[src/rtl/zombie_sprite_renderer_if.sv]
// Pixel-path bundle: scan position and sprite ROM port in, palette index and opacity out.
// The renderer takes the slave view; the video timing / ROM / palette side takes the master view.
interface zombie_sprite_renderer_if #(
  parameter int ADDR_W = 13
);
  logic [9:0]        DrawX;
  logic [9:0]        DrawY;
  logic [ADDR_W-1:0] rom_addr;
  logic [3:0]        rom_data;
  logic [3:0]        palette_index;
  logic              pixel_opaque;

  modport master (
    output DrawX, DrawY, rom_data,
    input  rom_addr, palette_index, pixel_opaque
  );

  modport slave (
    input  DrawX, DrawY, rom_data,
    output rom_addr, palette_index, pixel_opaque
  );
endinterface

[src/rtl/zombie_sprite_renderer.sv]
// Per-pixel sprite fetch for one zombie: bounding-box hit test, sprite ROM addressing,
// transparency keying (2-cycle latency), and the once-per-video-frame walk/death animation FSM.
module zombie_sprite_renderer #(
  parameter int SPR_W           = 32,
  parameter int SPR_H           = 32,
  parameter int WALK_FRAMES     = 4,
  parameter int DIE_FRAMES      = 4,
  parameter int TICKS_PER_STEP  = 8,
  parameter int ADDR_W          = 13,
  parameter int TRANSPARENT_IDX = 1
) (
  input  logic                     Clk,
  input  logic                     Reset_n,
  input  logic                     frame_start,
  input  logic                     zombie_active,
  input  logic                     zombie_kill,
  input  logic [9:0]               zombie_x,
  input  logic [9:0]               zombie_y,
  zombie_sprite_renderer_if.slave  pix,
  output logic [2:0]               anim_frame,
  output logic                     death_done
);

  localparam int CW = $clog2(SPR_W);
  localparam int RW = $clog2(SPR_H);
  localparam int TW = (TICKS_PER_STEP > 1) ? $clog2(TICKS_PER_STEP) : 1;

  localparam logic [TW-1:0] TICK_LAST = TW'(TICKS_PER_STEP - 1);
  localparam logic [2:0]    WALK_LAST = 3'(WALK_FRAMES - 1);
  localparam logic [2:0]    DIE_FIRST = 3'(WALK_FRAMES);
  localparam logic [2:0]    DIE_LAST  = 3'(WALK_FRAMES + DIE_FRAMES - 1);

  typedef enum logic [1:0] {S_IDLE, S_WALK, S_DYING, S_DEAD} state_e;

  state_e            state_q, state_d;
  logic [TW-1:0]     tick_q, tick_d;
  logic [2:0]        frame_q, frame_d;
  logic              done_q, done_d;
  logic [9:0]        x_q, y_q;
  logic [ADDR_W-1:0] rom_addr_q;
  logic              hit_d1_q;
  logic [3:0]        palette_q;
  logic              opaque_q;

  // ---------------- animation FSM ----------------
  // NOTE: sequential state uses non-blocking assignments so every register samples pre-edge values.
  always_ff @(posedge Clk) begin
    if (!Reset_n) begin
      state_q <= S_IDLE;
      tick_q  <= '0;
      frame_q <= '0;
      done_q  <= 1'b0;
    end else begin
      state_q <= state_d;
      tick_q  <= tick_d;
      frame_q <= frame_d;
      done_q  <= done_d;
    end
  end

  // NOTE: every output of this block gets a default first, so no path can infer a latch.
  always_comb begin
    state_d = state_q;
    tick_d  = tick_q;
    frame_d = frame_q;
    done_d  = 1'b0;
    if (frame_start) begin
      unique case (state_q)
        S_IDLE: begin
          tick_d  = '0;
          frame_d = '0;
          if (zombie_active) state_d = S_WALK;
        end
        S_WALK: begin
          if (!zombie_active) begin
            state_d = S_IDLE;
            tick_d  = '0;
            frame_d = '0;
          end else if (zombie_kill) begin
            state_d = S_DYING;
            tick_d  = '0;
            frame_d = DIE_FIRST;
          end else if (tick_q == TICK_LAST) begin
            tick_d  = '0;
            frame_d = (frame_q == WALK_LAST) ? 3'd0 : frame_q + 3'd1;
          end else begin
            tick_d = tick_q + 1'b1;
          end
        end
        S_DYING: begin
          if (!zombie_active) begin
            state_d = S_IDLE;
            tick_d  = '0;
            frame_d = '0;
          end else if (tick_q == TICK_LAST) begin
            tick_d = '0;
            if (frame_q == DIE_LAST) begin
              state_d = S_DEAD;
              done_d  = 1'b1;
            end else begin
              frame_d = frame_q + 3'd1;
            end
          end else begin
            tick_d = tick_q + 1'b1;
          end
        end
        S_DEAD: begin
          if (!zombie_active) begin
            state_d = S_IDLE;
            tick_d  = '0;
            frame_d = '0;
          end
        end
        default: state_d = S_IDLE;
      endcase
    end
  end

  // ---------------- pixel pipeline ----------------
  // Box compares run at 11 bits so a sprite hanging off the right/bottom edge clips instead of wrapping.
  logic [10:0]       dx_w, dy_w, x_w, y_w;
  logic              drawable, hit;
  logic [CW-1:0]     col;
  logic [RW-1:0]     row;
  logic [ADDR_W-1:0] addr;

  assign dx_w     = {1'b0, pix.DrawX};
  assign dy_w     = {1'b0, pix.DrawY};
  assign x_w      = {1'b0, x_q};
  assign y_w      = {1'b0, y_q};
  assign drawable = (state_q == S_WALK) || (state_q == S_DYING);
  assign hit      = drawable
                    && (dx_w >= x_w) && (dx_w < x_w + 11'(SPR_W))
                    && (dy_w >= y_w) && (dy_w < y_w + 11'(SPR_H));
  // Sprite dimensions are powers of two, so frame/row/col concatenate into the linear ROM address.
  assign col      = pix.DrawX[CW-1:0] - x_q[CW-1:0];
  assign row      = pix.DrawY[RW-1:0] - y_q[RW-1:0];
  assign addr     = ADDR_W'({frame_q, row, col});

  always_ff @(posedge Clk) begin
    if (!Reset_n) begin
      x_q        <= '0;
      y_q        <= '0;
      rom_addr_q <= '0;
      hit_d1_q   <= 1'b0;
      palette_q  <= '0;
      opaque_q   <= 1'b0;
    end else begin
      if (frame_start) begin
        x_q <= zombie_x;
        y_q <= zombie_y;
      end
      rom_addr_q <= hit ? addr : '0;
      hit_d1_q   <= hit;
      palette_q  <= hit_d1_q ? pix.rom_data : 4'd0;
      opaque_q   <= hit_d1_q && (pix.rom_data != 4'(TRANSPARENT_IDX));
    end
  end

  assign pix.rom_addr      = rom_addr_q;
  assign pix.palette_index = palette_q;
  assign pix.pixel_opaque  = opaque_q;
  assign anim_frame        = frame_q;
  assign death_done        = done_q;

endmodule
[src/flat_wrapper.sv]
// flat-port wrapper written by rule: the top's interface ports become plain ports
module zombie_sprite_renderer_flat 
#(
  parameter int SPR_W           = 32,
  parameter int SPR_H           = 32,
  parameter int WALK_FRAMES     = 4,
  parameter int DIE_FRAMES      = 4,
  parameter int TICKS_PER_STEP  = 8,
  parameter int ADDR_W          = 13,
  parameter int TRANSPARENT_IDX = 1
)
  (Clk, Reset_n, frame_start, zombie_active, zombie_kill, zombie_x, zombie_y, anim_frame, death_done, pix_DrawX, pix_DrawY, pix_rom_data, pix_rom_addr, pix_palette_index, pix_pixel_opaque);
  zombie_sprite_renderer_if #(.ADDR_W(ADDR_W)) pix_i ();
  input  logic Clk;
  input  logic Reset_n;
  input  logic frame_start;
  input  logic zombie_active;
  input  logic zombie_kill;
  input  logic [9:0] zombie_x;
  input  logic [9:0] zombie_y;
  output logic [2:0] anim_frame;
  output logic death_done;
  input wire logic [$bits(pix_i.DrawX)-1:0] pix_DrawX;
  input wire logic [$bits(pix_i.DrawY)-1:0] pix_DrawY;
  input wire logic [$bits(pix_i.rom_data)-1:0] pix_rom_data;
  output wire logic [$bits(pix_i.rom_addr)-1:0] pix_rom_addr;
  output wire logic [$bits(pix_i.palette_index)-1:0] pix_palette_index;
  output wire logic [$bits(pix_i.pixel_opaque)-1:0] pix_pixel_opaque;
  assign pix_i.DrawX = pix_DrawX;
  assign pix_i.DrawY = pix_DrawY;
  assign pix_i.rom_data = pix_rom_data;
  assign pix_rom_addr = pix_i.rom_addr;
  assign pix_palette_index = pix_i.palette_index;
  assign pix_pixel_opaque = pix_i.pixel_opaque;
  zombie_sprite_renderer #(.SPR_W(SPR_W), .SPR_H(SPR_H), .WALK_FRAMES(WALK_FRAMES), .DIE_FRAMES(DIE_FRAMES), .TICKS_PER_STEP(TICKS_PER_STEP), .ADDR_W(ADDR_W), .TRANSPARENT_IDX(TRANSPARENT_IDX)) u_core (.Clk(Clk), .Reset_n(Reset_n), .frame_start(frame_start), .zombie_active(zombie_active), .zombie_kill(zombie_kill), .zombie_x(zombie_x), .zombie_y(zombie_y), .pix(pix_i), .anim_frame(anim_frame), .death_done(death_done));
endmodule
[config.mk]
export PLATFORM = sky130hd
export DESIGN_NAME = zombie_sprite_renderer_flat
export DESIGN_NICKNAME = d
export VERILOG_FILES = /design/src/rtl/zombie_sprite_renderer_if.sv /design/src/rtl/zombie_sprite_renderer.sv /design/src/flat_wrapper.sv
export SDC_FILE = /design/constraint.sdc
export NUM_CORES = 1
export LEC_CHECK = 0
export CORE_MARGIN = 2
export CORE_UTILIZATION = 35
export CTS_CLUSTER_DIAMETER = 30
export DETAILED_ROUTE_END_ITERATION = 8
export GPL_TIMING_DRIVEN = 1
export PLACE_DENSITY = 0.73
export RECOVER_POWER = 100
export SYNTH_ARGS = -nofsm -noshare
export SYNTH_HDL_FRONTEND = slang
export SYNTH_SLANG_ARGS = --single-unit
[constraint.sdc]
create_clock -name Clk -period 2.4 [get_ports Clk]
set_input_delay 0.48 -clock Clk [delete_from_list [all_inputs] [get_ports Clk]]
set_output_delay 0.48 -clock Clk [all_outputs]
set_load 0.05 [all_outputs]
==> results.md, run 1 <==
- Row count: 33
- Port Buffers: 70
- Final hold slack: a little over 0.5 ns
- Crit Path Max Fanout: 2
- Synth Area per Inst: 9.570 um^2
- Post-synth EDFFs: 0
- Top post-synthesis cells by area: dfxtp_1 32%, ha_1 18%, mux2i_1 6.7%, nor2b_1 5.0%, inv_1 4.5%
- Antenna cells: 0
- Syn Inst Count: 313
- Sequence of cells on the critical path: clkdlybuf4s50_1 -> ha_1 -> nor2b_4 -> buf_4 -> buf_4 -> buf_4 -> buf_4 -> buf_4 -> buf_4 -> buf_4 -> buf_4 -> nor4_2
- Worst-Skew Late Latency: 0.31 ns
- Cell variety after synth: 48
- Crit-path slowest cell: clkdlybuf4s50_1
- Critical Path Sink Type: flip-flop
- Placement Cell Area: 4029 um^2
- Drt drc: 0
- Final core occ: 0.5294
- Initial antenna violation count: 0
- I/O Pins: 71
- Fmax: around 430 MHz
- Antenna violation net count after detailed routing: 0
- Leakage: 1.896 nW
- Crit Path Category: primary input to flip-flop
- Finish-stage setup viols: 0
- Most frequent cells in the layout: 44 x clkdlybuf4s50_1, 44 x dfxtp_1, 38 x ha_1, 36 x inv_1, 34 x buf_4
- Relative slew margins: 0.5016
- First-pass GRT wire length: roughly 12000 um
- Vias in the first global route: approximately 2600
- Power density over the cells: 461.6 nW/um^2
- P&R area growth vs syn: 45.95%
- Sink Count: 48
- Crit path buffers/inverters: 9
- Seq/Total Area, Yosys: 0.3208
- Least-Margin Pin Slew: 0.7475 ns
- Layout filler cell count: 748
- CTS Buffer Depth: 2
- Worst Hold Class: flip-flop to flip-flop
- DR pass1 iterations: 6
- Root buf cell: clkbuf_8
- Vias post-DR: about 2600
- CTS tree: yes
- Largest net degree at the start of global routing: 32
- Layout cell share with drive strength beyond 1: 0.2075
- Max incr delay on CP: 0.41 ns
- Core area: 8258 um^2
- Fin crit share: 0.9753
- Post-layout minimum cycle time: around 2.3 ns
- Final hold viol count: 0
- Peak VDD IR: 0.0002379 V
- Gr ovfl total: 0
- Die Area: 9314 um^2
- Max-cap violations: 0
- Cell mode on critical path: buf_4
- Post-Route Skew: 0.004631 ns
- Dpl hpwl: 5579 um
- Pre-CTS setup slack: -0.4526 ns
- Synth area leader: dfxtp_1
- FFs w/ async S/R, synth: 0
- Critical path data required time: ~2.6 ns
- Final Cell Area: 4372 um^2
- WL final: 7468 um
- Total CTS buffers: 5
- Yosys reg bits: 48
- NumNets Final: 517
- Initial DRC count: 48
- Outcome: complete, no violations
- Syn nets: 407
- Family with the most delay on the worst path: buffers and inverters
- H-tree depth: 2
- Top FF cell, synth: dfxtp_1
- Vias per std cell: 4.824
- Synthesis Warnings: 0
- Tot GR Track Use: 0.1629
- Initial Util: 0.3627
- Worst setup SP type: primary input
- Drt wl/cell: 14.12 um
- GPL Wtd Cong: about 0.82
- Clock slew at reported path FFs: 0.09 ns
- Worst EP arrival: 2.57 ns
- Yosys top cell area share: 0.3208
- Die Width: a little under 100 um
- Die height: 96.51 um
- Synthesized cell area: 2995 um^2
- Max Slew Vio Count: 0
- Final setup margin: 0.05926 ns
power by group:
part	leakage, nW	total, mW	switching, mW	internal, mW
sequential	0.392	0.839	0.0192	0.820
clock	0.0614	0.637	0.295	0.341
combinational	1.44	0.542	0.254	0.288
per-stage QoR:
stage | TNS (ns) | std cells | power, mW
after floorplan | 0 | 313 | 1.120
final | 0 | 529 | 2.018
after CTS | 0 | 525 | 1.993
after global routing | -0.04660 | 529 | 2.121
after detailed placement | -5.796 | 511 | 1.331
after global placement | -4.415 | 511 | 1.317
worst register-to-register path: stages, from the launching register on:
cell	delay (ns)
dfxtp_2	0.36
ha_4	0.16
nand3_2	0.10
xnor2_2	0.23
ha_4	0.24
a21oi_2	0.12
nand2_1	0.10
a221oi_4	0.32
o311ai_4	0.23
buf_12	0.21
nor3_4	0.14
cell usage after synthesis (all sizes together) (2+ instances only):
library cell / number
dfxtp: 48
ha: 43
inv: 36
nor2b: 24
nand2: 21
mux2i: 20
a21oi: 15
nor3: 13
xnor2: 9
nand3: 8
and3: 7
nor2: 7
a21boi: 6
o21ai: 6
a21o: 4
buf: 4
clkbuf: 4
nand4: 4
nand2b: 3
o21bai: 3
a211o: 2
a211oi: 2
a311oi: 2
fa: 2
nand3b: 2
nand4b: 2
nor4: 2
nor4b: 2
o2111ai: 2
kinds of logic after synthesis:
| logic type | count (synthesis) | share of synthesized area |
|---|---|---|
| buf+inv | 44 | 0.05973 |
| xor+xnor | 10 | 0.02924 |
| compound gates | 50 | 0.1349 |
| fa+ha+maj | 45 | 0.1930 |
| flops | 48 | 0.3208 |
| mux | 20 | 0.06683 |
| simple gates | 96 | 0.1955 |
flip-flops by register name, summed over array words and instances, names as in the netlist:
register / count
u_core.pix.rom_addr: 13
u_core.hit_d1_q: 1
u_core.y_q: 10
u_core.state_q: 2
u_core.tick_q: 3
u_core.pix.palette_index: 4
u_core.pix.pixel_opaque: 1
u_core.x_q: 10
u_core.anim_frame: 3
u_core.death_done: 1
final timing paths:
kind | from | end | slack, ns | cells after the start
setup / recovery | pix_DrawY[2] | u_core.pix.rom_addr[7] | 0.06 | 12
hold / removal | u_core.anim_frame[1] | u_core.pix.rom_addr[11] | 0.51 | 2
setup reg to reg | u_core.x_q[5] | u_core.pix.rom_addr[10] | 0.11 | 10
hold reg to reg | u_core.anim_frame[1] | u_core.pix.rom_addr[11] | 0.51 | 2
cell type report:
cell class	instances	area, um^2	area share
clock inverters	2	38.79	0.008872
clock buffers	6	82.58	0.01889
flip-flops and latches	48	965.9	0.2210
multi-input cells	221	1991	0.4554
well taps	105	131.4	0.03005
repair buffers	111	1027	0.2350
inverters	36	135.1	0.03091
timing repair:
action | 4_1_cts | 5_1_grt
buffers inserted | 6 | 4
pin swaps | 6 | 16
hold buffers | 0 | 0
endpoints found under the hold margin | 0 | 0
resized for setup | 7 | 27
setup endpoints to repair | 14 | 14
routing by layer:
layer,global-route usage,vias up,wire (um)
met5,0,-,0
met1,0.1922,1170,3193
met2,0.2882,61,3685
li1,-,1308,-
met3,0.04112,13,440
met4,0.05282,0,149
(Power assumes the default switching activity.)
==> run 2, diff against run 1 <==
PLACE_DENSITY = not set   (was 0.73)
RECOVER_POWER = 50   (was 100)
==> run 2 against run 1 <==
Total power is 8.0% lower. Final cell count fell by 0.95%. Non-clock buffer count down 4. Worst hold slack got worse by 0.014 ns. Wire length decreased by 4.5%. Flip-flop and latch count unchanged. Die area unchanged. Largest power group unchanged.
==> results.md, run 2 (synthesis gave the netlist of run 1 again) <==
- Worst-Skew Late Latency: 0.30 ns
- Largest net degree at the start of global routing: 32
- Initial Util: 0.3627
- Initial antenna violation count: 0
- Fmax: 431.5 MHz
- Max FFs per register: 13
- Power density over the cells: 431.5 nW/um^2
- R2R depth: 10
- Critical Path Sink Type: flip-flop
- Die Width: 96.51 um
- Setup crit start: pix_DrawY[2]
- Crit Path Category: primary input to flip-flop
- Crit Reg-Reg Endpoint: u_core.pix.rom_addr[6]
- Finish-stage setup viols: 0
- Drt drc: 0
- Root buf cell: clkbuf_8
- Antenna cells: 0
- Post-Route Skew: 0.004057 ns
- Max-cap violations: 0
- CTS Buffer Depth: 2
- Leakage: 1.806 nW
- Internal power: 1.312 mW
- CP Capture Point: u_core.pix.rom_addr[7]
- Antenna violation net count after detailed routing: 0
- Core area: a little over 8000 um^2
- Outcome: complete, no violations
- Setup TNS: 0 ns
- Die height: 96.51 um
- Comb power frac: 0.291
- Seq pwr share: 0.452
- Reg-to-Reg Start: u_core.x_q[5]
- Peak VDD IR: 0.0002161 V
- Post-layout minimum cycle time: 2.317 ns
- Worst setup SP type: primary input
- Crit Path Max Fanout: 2
- Die Area: 9314 um^2
- Placement Cell Area: about 4000 um^2
- Final Cell Area: 4304 um^2
- Setup slack, reg-to-reg: 0.16 ns
- Drt wl/cell: between 10 and 15 um
- Gr ovfl total: 0
- Port Buffers: 70
- Final hold viol count: 0
- Row count: 33
- NumNets Final: slightly above 500
- Tot GR Track Use: 0.1565
- Total CTS buffers: 5
- # hold bufs at CTS: 0
- Max Slew Vio Count: 0
- Critical path data required time: roughly 2.6 ns
- Clock slew at reported path FFs: 0.09 ns
- Layout cell share with drive strength beyond 1: 0.1909
- Total chip power: 1.857 mW
- Vias post-DR: 2486
- Vias per std cell: roughly 4.7
- Sw Pwr: ~550 uW
- Relative slew margins: 0.4820
- Fin crit share: 0.9656
- Initial DRC count: 65
- Sink Count: 48
- WL final: 7129 um
- Most common cell after layout, fill and taps aside: clkdlybuf4s50_1
- GPL Wtd Cong: 0.7902
- First-pass GRT wire length: 11410 um
- P&R area growth vs syn: 43.69%
- Clk pwr share: 0.257
- Most frequent cells in the layout: 62 x clkdlybuf4s50_1, 44 x dfxtp_1, 39 x ha_1, 35 x inv_1, 32 x buf_4
- Least-Margin Pin Slew: 0.7771 ns
- Vias in the first global route: around 2400
- CTS tree: yes
- H-tree depth: 2
- I/O Pins: 71
- Sw Ratio: 0.2937
- DR pass1 iterations: 4
- Worst Hold Class: flip-flop to flip-flop
- Dpl hpwl: roughly 5300 um
- Worst EP arrival: 2.54 ns
[run 2: cell types whose count changed in the layout (fill, tap and decap cells not counted), moves of 2 or more]
cell	before	now
nor3_2	6	4
dlygate4sd3_1	24	6
clkbuf_4	2	0
buf_4	34	32
clkdlybuf4s50_1	44	62
[run 2: power groups by stage]
stage / combinational [mW] / clock (mW) / sequential, mW
2_1_floorplan: 0.261 / 0 / 0.859
3_3_place_gp: 0.470 / 0 / 0.855
3_5_place_dp: 0.475 / 0 / 0.856
4_1_cts: 0.500 / 0.504 / 0.837
5_1_grt: 0.593 / 0.532 / 0.844
6_report: 0.541 / 0.477 / 0.839
[run 2: area by class of cell]
cell class / count / area, um^2
Sequential cell: 48 / 965.9
Clock buffer: 5 / 68.82
Clock inverter: 2 / 12.51
Fill cell: 764 / 3954
Timing Repair Buffer: 107 / 1027
Tap cell: 105 / 131.4
Inverter: 36 / 135.1
Multi-Input combinational cell: 221 / 1963
[run 2: layer usage]
layer  part of all wire  GRT usage  up-vias
met5                  0          0        -
met4             0.0080    0.03169        0
met3              0.063    0.04112        6
met2               0.46     0.2650       63
met1               0.47     0.2011     1121
li1                   -          -     1296
[run 2: worst min path at each step]
stage / from / endpoint / cells past startpoint
2_1_floorplan: u_core.hit_d1_q / u_core.pix.pixel_opaque / 2
4_1_cts: u_core.hit_d1_q / u_core.pix.pixel_opaque / 2
5_1_grt: u_core.hit_d1_q / u_core.pix.pixel_opaque / 2
6_report: u_core.hit_d1_q / u_core.pix.pixel_opaque / 2
3_5_place_dp: u_core.hit_d1_q / u_core.pix.pixel_opaque / 2
3_3_place_gp: u_core.tick_q[1] / u_core.tick_q[1] / 2
[run 2: worst max-delay path: stages]
cell	delay, ns
clkdlybuf4s50_1	0.41
ha_1	0.31
nor2b_4	0.14
buf_4	0.13
buf_4	0.13
buf_4	0.12
buf_4	0.12
buf_4	0.12
buf_4	0.12
buf_4	0.12
buf_4	0.12
nor4_2	0.22
[run 2: stage by stage]
stage | worst slack, ns | std cells | util | hold WS (ns)
after floorplan | 0.01820 | 313 | - | 0.4467
after global placement | -0.3412 | 507 | 0.4858 | 0.4849
after detailed placement | -0.4390 | 507 | 0.4858 | 0.4833
after CTS | 0.0001643 | 521 | 0.5027 | 0.5080
after global routing | -0.007700 | 524 | 0.5212 | 0.5384
final | 0.08257 | 524 | 0.5212 | 0.4993
[run 2: what timing repair did]
item / in CTS / in global routing
endpoints found under the setup margin: 14 / 14
gates resized for setup: 2 / 28
gates cloned: 0 / 1
hold endpoints to repair: 0 / 0
pin swaps: 2 / 25
setup buffers: 7 / 2
==> run 3, diff against run 2 <==
CORE_MARGIN = 5   (was 2)
CTS_CLUSTER_SIZE = 24   (was not set)
==> run 3 against run 2 <==
Fmax down 0.97%. Critical path depth decreased by 1. Clock skew up 0.00079 ns. Register-to-register slack worse by 0.06 ns. Global-route usage fell by 1.6 points. Largest cell class unchanged.
==> results.md, run 3 (synthesis gave the netlist of run 1 again) <==
- Vias per std cell: about 4.8
- Power density over the cells: approximately 480 nW/um^2
- Initial DRC count: 66
- I/O Pins: 71
- Root buf cell: clkbuf_8
- Peak VDD IR: a little under 0.0002 V
- Sw Ratio: 0.2630
- M3 GR Usage: 0.04398
- Crit Path Max Fanout: 7
- Vias in the first global route: 2524
- Met1 usage: 0.1754
- Final Cell Area: 4288 um^2
- Worst-Skew Late Latency: about 0.30 ns
- Core area: 8258 um^2
- WL final: 7410 um
- Worst setup SP type: primary input
- Placed Cells incl. Taps: 504
- Placement Cell Area: 3989 um^2
- Tot GR Track Use: 0.1410
- H-tree depth: 2
- Antenna violation net count after detailed routing: 0
- Total CTS buffers: 5
- Final hold slack: 0.5025 ns
- Least-Margin Pin Slew: between 0.7 and 0.8 ns
- Initial Util: 0.3627
- CTS Buffer Depth: 2
- Largest net degree at the start of global routing: 32
- Met2 Usage GRT: 0.2319
- First-pass GRT wire length: 11630 um
- NumNets Final: 508
- Most common cell after layout, fill and taps aside: clkdlybuf4s50_1
- P&R area growth vs syn: 43.15%
- Dpl hpwl: 5541 um
- Sw Pwr: 541.2 uW
- Worst EP arrival: 2.57 ns
- Fin crit share: 0.9751
- Outcome: complete, no violations
- Finish-stage setup viols: 0
- Sink Count: 48
- Max-cap violations: 0
- Clk pwr share: 0.333
- CTS tree: yes
- Max Slew Vio Count: 0
- Drt wl/cell: 14.28 um
- Internal power: 1.517 mW
- Gr ovfl total: 0
- Die Width: 102.5 um
- Port Buffers: 70
- Relative slew margins: 0.4933
- Most frequent cells in the layout: 62 x clkdlybuf4s50_1, 44 x dfxtp_1, 39 x ha_1, 35 x inv_1, 26 x buf_4
- Max FFs per register: 13
- Post-Route Skew: 0.004846 ns
- Initial antenna violation count: 0
- Leakage: 1.795 nW
- Seq pwr share: 0.408
- Die Area: 10510 um^2
- Critical Path Sink Type: flip-flop
- Vias post-DR: 2502
- DR pass1 iterations: 4
- Layout filler cell count: 797
- Die height: 102.5 um
- Row count: 33
- Crit Path Category: primary input to flip-flop
- Antenna cells: 0
- Clock slew at reported path FFs: 0.09 ns
- Drt drc: 0
- Non-Filler Instances: between 500 and 600
- Layout cell share with drive strength beyond 1: 0.1812
- Post-layout minimum cycle time: ~2.3 ns
- Critical path data required time: 2.63 ns
- Worst Hold Class: flip-flop to flip-flop
- Global routing's busiest layer: met2
- Comb power frac: 0.259
- Final hold viol count: 0
- GPL Wtd Cong: 0.8045
- Fmax: 427.3 MHz
-- run 3: metrics by stage --
step                setup slack, ns  TNS (ns)  power, mW  utilization
detailed placement          -0.4446    -5.669      1.327       0.4830
floorplan                   0.01820         0      1.120            -
global placement            -0.3404    -4.522      1.321       0.4830
finish                      0.05985         0      2.058       0.5192
global route               -0.06612   -0.1897      2.162       0.5192
CTS                        0.003498         0      2.070       0.5102
-- run 3: power by group through the flow --
stage	sequential, mW	combinational (mW)	clock (mW)
floorplan	0.859	0.261	0
global placement	0.855	0.465	0
detailed placement	0.856	0.471	0
CTS	0.838	0.518	0.714
global route	0.842	0.585	0.735
finish	0.839	0.534	0.686
-- run 3: final cells by class --
cell class                 count  area [um^2]  area share
clock buffer                   5        68.82     0.01605
inverter                      36        135.1     0.03151
tap                          105        131.4     0.03064
timing repair buffer         102        979.7      0.2285
sequential                    48        965.9      0.2253
multi-input combinational    221         1947      0.4540
clock inverter                 2        60.06     0.01401
-- run 3: layer usage --
layer,share of wire,vias to the layer above
met5,0,-
met4,0.015,0
met3,0.072,11
met2,0.46,59
met1,0.45,1147
li1,-,1285
-- run 3: final timing paths --
check	startpoint	end	slack, ns	depth (start not counted)
worst min register to register	u_core.hit_d1_q	u_core.pix.pixel_opaque	0.50	2
worst max register to register	u_core.y_q[6]	u_core.pix.rom_addr[1]	0.10	10
worst max-delay path	pix_DrawX[1]	u_core.pix.rom_addr[10]	0.06	11
worst min-delay path	u_core.hit_d1_q	u_core.pix.pixel_opaque	0.50	2
-- run 3: what timing repair did --
item / CTS / global route
buffers inserted: 6 / 2
hold endpoints to repair: 0 / 0
gates cloned: 1 / 0
hold buffers: 0 / 0
resized for setup: 5 / 26
endpoints found under the setup margin: 14 / 14
pin swaps: 6 / 22
-- run 3: critical path: stages --
cell and delay [ns]:
clkdlybuf4s50_1 0.46, buf_4 0.16, ha_1 0.30, nand3b_1 0.12
a21oi_1 0.09, a211oi_1 0.28, buf_4 0.18, o32ai_4 0.08
buf_6 0.14, buf_16 0.14, nor3_4 0.15
